File: src/rtl/branch_resolve_unit.sv
// Execute-stage branch resolver with a 2-bit saturating-counter pattern history
// table for fetch prediction and a {V,N,Z} status register for flag-based branches.
module branch_resolve_unit #(
  parameter int DATA_W   = 32,
  parameter int PC_W     = 32,
  parameter int PHT_BITS = 4
) (
  input  logic              clk,
  input  logic              rst_n,
  input  logic              stall,
  input  logic [PC_W-1:0]   fetch_pc,
  output logic              pred_taken,
  input  logic              ex_valid,
  input  logic [3:0]        ex_op,
  input  logic [PC_W-1:0]   ex_pc,
  input  logic              ex_pred,
  input  logic [DATA_W-1:0] dataa,
  input  logic [DATA_W-1:0] datab,
  input  logic              flags_we,
  input  logic [2:0]        flags_in,
  output logic [2:0]        status,
  output logic [2:0]        selectmux,
  output logic              link_we,
  output logic              flush
);

  localparam logic [3:0] OP_BEQ   = 4'd1;
  localparam logic [3:0] OP_BNE   = 4'd2;
  localparam logic [3:0] OP_BLEZ  = 4'd3;
  localparam logic [3:0] OP_BMV   = 4'd4;
  localparam logic [3:0] OP_BALN  = 4'd5;
  localparam logic [3:0] OP_BALRN = 4'd6;
  localparam logic [3:0] OP_JALPC = 4'd7;
  localparam logic [3:0] OP_BNEAL = 4'd8;

  localparam int PHT_DEPTH = 1 << PHT_BITS;

  logic [1:0]          pht_q [PHT_DEPTH];
  logic [1:0]          pht_d;
  logic [2:0]          status_q;
  logic [2:0]          selectmux_q;
  logic                link_we_q;
  logic                flush_q;

  logic [PHT_BITS-1:0] fetch_idx;
  logic [PHT_BITS-1:0] ex_idx;
  logic                eq;
  logic                lez;
  logic                taken;
  logic                predicted;
  logic                link_op;
  logic [2:0]          sel_hit;
  logic [2:0]          selectmux_d;
  logic                link_we_d;
  logic                flush_d;
  logic                resolve;

  logic unused_pc_bits;
  assign unused_pc_bits = ^{fetch_pc[PC_W-1:PHT_BITS+2], fetch_pc[1:0],
                            ex_pc[PC_W-1:PHT_BITS+2], ex_pc[1:0]};

  assign fetch_idx = fetch_pc[PHT_BITS+1:2];
  assign ex_idx    = ex_pc[PHT_BITS+1:2];
  assign resolve   = ex_valid && !stall;

  // Reading the registered counter gives the pre-update value on a same-index hit.
  assign pred_taken = pht_q[fetch_idx][1];

  assign eq  = (dataa == datab);
  assign lez = dataa[DATA_W-1] | (dataa == '0);

  always_comb begin
    taken     = 1'b0;
    predicted = 1'b0;
    link_op   = 1'b0;
    sel_hit   = 3'b000;
    case (ex_op)
      OP_BEQ:   begin taken = eq;          predicted = 1'b1; sel_hit = 3'b001; end
      OP_BNE:   begin taken = !eq;         predicted = 1'b1; sel_hit = 3'b001; end
      OP_BLEZ:  begin taken = lez;         predicted = 1'b1; sel_hit = 3'b001; end
      OP_BMV:   begin taken = status_q[2];                   sel_hit = 3'b010; end
      OP_BALN:  begin taken = status_q[1]; link_op = 1'b1;   sel_hit = 3'b011; end
      OP_BALRN: begin taken = status_q[1]; link_op = 1'b1;   sel_hit = 3'b100; end
      OP_JALPC: begin taken = 1'b1;        link_op = 1'b1;   sel_hit = 3'b001; end
      OP_BNEAL: begin taken = !eq; predicted = 1'b1; link_op = 1'b1; sel_hit = 3'b001; end
      default:  ;
    endcase
    selectmux_d = taken ? sel_hit : 3'b000;
    link_we_d   = taken & link_op;
    flush_d     = predicted ? (taken ^ ex_pred) : taken;
  end

  always_comb begin
    pht_d = pht_q[ex_idx];
    if (taken && pht_q[ex_idx] != 2'b11)
      pht_d = pht_q[ex_idx] + 2'b01;
    else if (!taken && pht_q[ex_idx] != 2'b00)
      pht_d = pht_q[ex_idx] - 2'b01;
  end

  always_ff @(posedge clk or negedge rst_n) begin
    if (!rst_n) begin
      selectmux_q <= 3'b000;
      link_we_q   <= 1'b0;
      flush_q     <= 1'b0;
      status_q    <= 3'b000;
      for (int i = 0; i < PHT_DEPTH; i++) pht_q[i] <= 2'b01;
    end else begin
      if (resolve) begin
        selectmux_q <= selectmux_d;
        link_we_q   <= link_we_d;
        flush_q     <= flush_d;
      end else begin
        selectmux_q <= 3'b000;
        link_we_q   <= 1'b0;
        flush_q     <= 1'b0;
      end
      if (flags_we && !stall) status_q <= flags_in;
      if (resolve && predicted) pht_q[ex_idx] <= pht_d;
    end
  end

  assign status    = status_q;
  assign selectmux = selectmux_q;
  assign link_we   = link_we_q;
  assign flush     = flush_q;

endmodule

File: config.mk
export PLATFORM = sky130hd
export DESIGN_NAME = branch_resolve_unit
export DESIGN_NICKNAME = d
export VERILOG_FILES = /design/src/rtl/branch_resolve_unit.sv
export SDC_FILE = /design/constraint.sdc
export NUM_CORES = 1
export LEC_CHECK = 0
export ABC_AREA = 0
export BUFFER_PORTS_ARGS = -buffer_cell sky130_fd_sc_hd__buf_2
export CAP_MARGIN = 0
export CELL_PAD_IN_SITES_DETAIL_PLACEMENT = 1
export CELL_PAD_IN_SITES_GLOBAL_PLACEMENT = 1
export CORE_UTILIZATION = 32
export CTS_CLUSTER_DIAMETER = 30
export CTS_CLUSTER_SIZE = 10
export DETAILED_ROUTE_END_ITERATION = 8
export MAX_ROUTING_LAYER = met4
export PLACE_DENSITY = 0.79
export SETUP_SLACK_MARGIN = 0.3
export SLEW_MARGIN = 25
export SYNTH_ARGS = -nofsm -noshare
export SYNTH_HDL_FRONTEND = slang
export SYNTH_SLANG_ARGS = --single-unit
File: constraint.sdc
create_clock -name clk -period 3.1 [get_ports clk]
set_clock_uncertainty 0.05 [all_clocks]
set_input_delay 0.465 -clock clk [delete_from_list [all_inputs] [get_ports clk]]
set_output_delay 0.465 -clock clk [all_outputs]
set_load 0.01 [all_outputs]
==> summary.txt, run 1 <==
Status
  • Outcome: complete, no violations

Synthesis
  • Cell taking the most area after synthesis: dfrtp_1
  • Syn Nets: 575
  • Async SR Flop Fraction: 1.00
  • Fraction of the yosys area taken by sequential cells: 0.281
  • Synth top area cells: dfrtp_1 17%, dfstp_2 12%, nand3_1 8.8%, mux4_2 8.7%, xnor2_1 8.2%
  • Synth Cell Area: 0.00363 mm2
  • Most used flip-flop cell after synthesis: dfrtp_1
  • Cell count after synthesis: 432
  • Area fraction of the dominant cell type after synthesis: 0.166
  • Synth Register Bits: 40
  • Syn_area_per_cell: 8.40 um2
  • Netlist cell types: 53
  • EDFF count, synth: 0
  • Yosys warns: 0

Global route
  • Initial antenna violation count: 0
  • Overall global routing resource usage: 0.246
  • Total gr overflow: 0
  • Number of global-route vias before repair: 4148
  • First-pass GRT wire length: 21700 um
  • Pin count of the biggest net entering global routing: between 40 and 50

CTS
  • TritonCTS clock tree: built
  • Clock Path Buffers: 2
  • Reg clk slew, reported paths: 0.06 ns
  • Clk sink count: 40
  • Skew-Pair Late Insertion Delay: ~0.29 ns
  • Clock Tree Root: clkbuf_16
  • CTS buffer count: 5
  • H-tree levels: 2

STA
  • Final WS setup: 0.325 ns
  • Max-slew violations: 0
  • Hold Fails Final Rpt: 0
  • Hold_ws: 0.111 ns
  • Final setup fails: 0
  • Fmax: 360 MHz
  • Tmin final: 2.77 ns
  • Final period util: 0.895
  • Slew Limit Headroom: 0.582
  • Fin Setup TNS: 0 ns
  • Worst-Margin Slew: roughly 0.61 ns
  • RSZ-0062 raised after global routing: true

Setup path
  • Max Fanout on Critical Path: 11
  • WP data required: 3.25 ns
  • CP Launch Type: flip-flop
  • CP Capture Type: flip-flop
  • Worst endpoint data arrival time: around 2.9 ns
  • WS Path Type: reg -> reg

Power
  • Clock power share: 0.372
  • Reg power frac: 0.353
  • Switching Share: 0.304
  • Int Pwr: about 1.1 mW
  • P_leak: about 1.9 nW
  • Net switching power: between 0.4 and 0.5 mW
  • Total power per unit cell area: 341 mW/mm2
  • Max VDD drop: 0.194 mV
  • Gate power share: 0.275

Floorplanning
  • Core area: between 0.01 and 0.015 mm2
  • Die height: about 110 um
  • Initial Utilization: 0.332
  • Width of the die: 108 um
  • I/O pin count: 150
  • Total die area: 0.0118 mm2
  • Rows: 38

Finish
  • Commonest non-fill, non-tap cell in the layout: buf_2
  • Non-filler cells, final: between 600 and 700
  • Final net count: about 700
  • Most frequent cells in the layout: 91 x buf_2, 64 x nand3_1, 50 x nand2_1
  • Layout cells sized above 1: 0.375
  • Area grow syn2layout: 31.2%
  • Ant diodes: 0
  • Design Area, Final: 0.00476 mm2

Route
  • Max layer used: met4
  • Drc violations: 0
  • Antenna violation net count after detailed routing: 0
  • DR WL met3: 937 um
  • Total wire length: 14300 um
  • WL met1: 5810 um
  • Drt wl/cell: 21.0 um
  • Length of the first detailed-routing pass in iterations: 5
  • Met2 Wirelength: 7080 um
  • Via density: roughly 6
  • Initial DRC Count: 371
  • Detailed-route via count: 4180

Placement
  • Worst slack, placed: -0.132 ns
  • Final HPWL DP: 10300 um
  • GPL Wtd Cong: 0.867
  • IO buf count: 93
  • Placed cells: 661
  • Dpl cell area: 0.00445 mm2

Flow run
  • Maximum Capacitance Violations: 0

Hold path
  • Hold crit path type: in -> async
-- what timing repair did --
action,CTS,global route
setup endpoints to repair,22,10
cloned,0,1
buffers inserted,1,8
hold buffers,0,0
pin swaps,1,4
gates resized for setup,7,7
-- final timing paths --
kind,start,end,slack [ns],cells after the start
max in group asynchronous,rst_n,pht_q[16],2.51,1
min,rst_n,status[2],0.11,1
max,pht_q[0],pht_q[26],0.33,9
max reg2reg,pht_q[0],pht_q[26],0.33,9
min reg2reg,pht_q[6],pht_q[6],0.41,2
min in group clk,flags_in[0],status[0],0.36,2
-- per-stage QoR --
step	utilization	power, mW
floorplan	-	0.806
global placement	0.407	0.971
detailed placement	0.407	0.987
CTS	0.426	1.60
global route	0.435	1.68
finish	0.435	1.62
-- state kept, by name, indices dropped and copies added (netlist names) --
signal	cells
flush	1
selectmux	3
link_we	1
status	3
pht_q	32
-- cells in the mapped netlist (all sizes together), types with 2 or more instances --
cell type,number
and3,7
a2111oi,12
inv,8
dfstp,16
and4,3
o22ai,3
mux2i,2
mux2,4
a21oi,4
o211ai,10
or2,3
clkbuf,22
nor3b,2
buf,15
a211oi,2
nand2b,3
nor2,20
nor4,20
o31ai,6
nor3,17
nand3,64
nand4,19
nor2b,4
mux4,14
xnor2,34
ha,2
dfrtp,24
a31oi,22
nand2,50
or3,2
o21ai,6
-- worst max-delay path, stage by stage (launching register included) --
cell and delay, ns:
dfstp_2 0.37, mux4_2 0.49, mux4_2 0.54, inv_2 0.10, ha_4 0.15, buf_12 0.13, buf_4 0.12, nor3_1 0.06
a2111oi_1 0.57, nand2_1 0.11
-- layout make-up --
type | instances | area (um2)
fillers | 1330 | 6180
multi-input cells | 348 | 2510
clock buffers | 5 | 125
well taps | 140 | 175
inverters | 8 | 35.0
repair buffers | 135 | 852
flip-flops and latches | 40 | 1020
clock inverters | 3 | 42.5
-- power groups by stage --
| stage | clock [mW] | sequential, mW | combinational [mW] |
|---|---|---|---|
| after global placement | 0 | 0.578 | 0.392 |
| final | 0.604 | 0.572 | 0.447 |
| after floorplan | 0 | 0.577 | 0.229 |
| after global routing | 0.628 | 0.574 | 0.478 |
| after detailed placement | 0 | 0.580 | 0.407 |
| after CTS | 0.611 | 0.572 | 0.422 |
-- cells by family (layout without fill, tap and decap cells) --
logic type,count (synthesis),after routing,share of synthesized area
AND/OR/NAND/NOR,219,219,0.317
AO/OA/AOI/OAI,72,73,0.152
buffers and inverters,45,151,0.0538
flip-flops,40,40,0.281
XOR/XNOR,34,34,0.0821
multiplexers,20,20,0.106
adder cells (fa/ha/maj),2,2,0.00690
-- per-layer routing --
metal,track usage,vias to the layer above
li1,-,1864
met1,0.299,2087
met2,0.420,192
met3,0.0313,37
met4,0.0849,0
met5,-,-
(Power assumes the default switching activity.)
==> inputs of run 2 (changes only) <==
--- a/config.mk
+++ b/config.mk
@@ -10,12 +10,13 @@
 export CAP_MARGIN = 0
 export CELL_PAD_IN_SITES_DETAIL_PLACEMENT = 1
 export CELL_PAD_IN_SITES_GLOBAL_PLACEMENT = 1
+export CORE_ASPECT_RATIO = 0.5
 export CORE_UTILIZATION = 32
 export CTS_CLUSTER_DIAMETER = 30
 export CTS_CLUSTER_SIZE = 10
 export DETAILED_ROUTE_END_ITERATION = 8
 export MAX_ROUTING_LAYER = met4
-export PLACE_DENSITY = 0.79
+export PLACE_DENSITY_LB_ADDON = 0.15
 export SETUP_SLACK_MARGIN = 0.3
 export SLEW_MARGIN = 25
 export SYNTH_ARGS = -nofsm -noshare
==> summary.txt, run 2 (same netlist as run 1, synthesis figures left out) <==
STA
  • Worst-Margin Slew: 0.620 ns (+0.00891 ns)
  • Fmax: 370 MHz (+2.6%)
  • Final period util: 0.872 (-0.0230)
  • Slew Limit Headroom: 0.587 (+0.00460)
  • RSZ-0062 raised after global routing: false
  • Hold_ws: 0.112 ns (+0.00114 ns)
  • Max-slew violations: 0 (unchanged)
  • Tmin final: 2.70 ns (-0.0714 ns)
  • Final setup fails: 0 (unchanged)
  • Hold Fails Final Rpt: 0 (unchanged)

Finish
  • Most frequent cells in the layout: 91 x buf_2, 64 x nand3_1, 50 x nand2_1
  • Commonest non-fill, non-tap cell in the layout: buf_2
  • Final net count: 676 (-0.73%)
  • Fillers: 1326 (-0.30%)
  • Area of the multi-input gates: 0.00251 mm2 (+0.15%)
  • Layout cells sized above 1: 0.369 (-0.00585)
  • Non-filler cells, final: 679 (unchanged)
  • Register Area: 0.00102 mm2 (unchanged)
  • Number of flip-flops in the largest register: 32 (unchanged)
  • Area grow syn2layout: 30.5%
  • Largest register by flop count: pht_q
  • Ant diodes: 0 (unchanged)

Route
  • Total wire length: 13800 um (-3.5%)
  • Length of the first detailed-routing pass in iterations: 7 (+2)
  • Detailed-route via count: 3902 (-6.7%)
  • Drc violations: 14 (+14)
  • Via density: 5.75 (-6.7%)
  • Initial DRC Count: 310 (-16%)
  • Drt wl/cell: 20.3 um (-3.5%)
  • Antenna violation net count after detailed routing: 0 (unchanged)

Setup path
  • WP data required: 3.22 ns (-0.03 ns)
  • Crit. Startpoint: pht_q[2]
  • Max Fanout on Critical Path: 16 (+5)
  • WS Path Type: reg -> reg
  • CP cell instances: mux4_2 -> mux4_2 -> inv_2 -> ha_4 -> inv_2 -> o22ai_4 -> buf_12 -> nor4b_4 -> buf_12 -> o211ai_1 -> nand3_1
  • Critical Path Max Stage Delay: 0.53 ns (-0.04 ns)
  • CP max-delay cell: mux4_2
  • Worst endpoint data arrival time: 2.82 ns (-0.11 ns)
  • CP Launch Type: flip-flop
  • CP Capture Type: flip-flop
  • Worst r2r src: pht_q[2]

Placement
  • Placed cells: 666 (+0.76%)
  • Final HPWL DP: 10300 um (-0.65%)
  • GPL Wtd Cong: 0.810 (-6.6%)
  • IO buf count: 93 (unchanged)

CTS
  • Reg clk slew, reported paths: 0.06 ns (about the same)
  • CTS buffer count: 5 (unchanged)
  • H-tree levels: 2 (unchanged)
  • Clk sink count: 40 (unchanged)
  • TritonCTS clock tree: built
  • Clock Tree Root: clkbuf_16
  • Clock Path Buffers: 2 (unchanged)
  • Skew-Pair Late Insertion Delay: 0.30 ns (about the same)

Global route
  • Pin count of the biggest net entering global routing: 41 (unchanged)
  • Overall global routing resource usage: 0.250 (+0.00333)
  • Number of global-route vias before repair: 4048 (-2.4%)
  • Total gr overflow: 0 (unchanged)
  • First-pass GRT wire length: 22100 um (+2.0%)
  • Initial antenna violation count: 0 (unchanged)

Power
  • Max VDD drop: 0.209 mV (+7.5%)
  • P_leak: 1.90 nW (-1.3%)
  • Total power per unit cell area: 344 mW/mm2 (+0.87%)

Floorplanning
  • Total die area: 0.0118 mm2 (+0.22%)
  • Rows: 27 (-29%)
  • Initial Utilization: 0.329 (-0.00234)
  • I/O pin count: 150 (unchanged)
  • Width of the die: 153 um (+41%)
  • Die height: 77.3 um (-29%)
  • Core area: 0.0110 mm2 (+0.71%)

Status
  • Failing checks: DRC
  • Outcome: finished with violations

Hold path
  • Hold crit path type: in -> async

Flow run
  • Maximum Capacitance Violations: 0 (unchanged)
-- run 2: worst paths after layout --
path / endpoint / slack, ns / cells past startpoint
max: pht_q[5] / 0.40 / 11
min: status[2] / 0.11 / 1
max reg2reg: pht_q[5] / 0.40 / 11
min reg2reg: pht_q[24] / 0.41 / 2
max in group asynchronous: pht_q[20] / 2.49 / 1
min in group clk: status[0] / 0.35 / 2
-- run 2: final cells by class --
type | count | share of cell area
inverters | 8 | 0.00687
clock buffers | 6 | 0.0293
repair buffers | 130 | 0.172
well taps | 145 | 0.0383
clock inverters | 2 | 0.00714
multi-input cells | 348 | 0.531
flip-flops and latches | 40 | 0.216
-- run 2: worst max-delay path: cells and delay by family (launching register included) --
kind | cells | cell delay [ns]
adder cells (fa/ha/maj) | 1 | 0.16
multiplexers | 2 | 1.00
flip-flops | 1 | 0.38
AO/OA/AOI/OAI | 2 | 0.31
buffers and inverters | 4 | 0.51
AND/OR/NAND/NOR | 2 | 0.15
-- run 2: where the power goes --
part	internal (mW)	leakage [nW]	total, mW	switching (mW)
clock network	0.400	0.0845	0.629	0.229
registers	0.555	0.493	0.571	0.0153
logic	0.185	1.32	0.429	0.244
-- run 2: through the flow --
stage / TNS [ns] / power (mW) / area [um2] / util / setup slack (ns)
2_1_floorplan: 0 / 0.806 / 3720 / - / 0.258
3_3_place_gp: -0.281 / 0.975 / 4440 / 0.403 / -0.0512
3_5_place_dp: -0.339 / 0.979 / 4440 / 0.403 / -0.107
4_1_cts: 0 / 1.63 / 4640 / 0.421 / 0.321
5_1_grt: 0 / 1.71 / 4730 / 0.430 / 0.258
6_report: 0 / 1.63 / 4730 / 0.430 / 0.397
-- run 2: metal layers --
metal  part of all wire  wire length, um  vias to the layer above  track usage
met2               0.48             6570                      126        0.413
met4             0.0091              126                        0       0.0545
li1                   -                -                     1862            -
met5                  0                0                        -            -
met1               0.44             6100                     1904        0.318
met3              0.072              989                       10       0.0475
-- run 2: timing repair --
action / 4_1_cts / 5_1_grt
resized for setup: 2 / 11
gates cloned: 0 / 1
setup endpoints to repair: 13 / 17
pin swaps: 1 / 5
hold buffers: 0 / 0
setup buffers: 1 / 3
hold endpoints to repair: 0 / 0
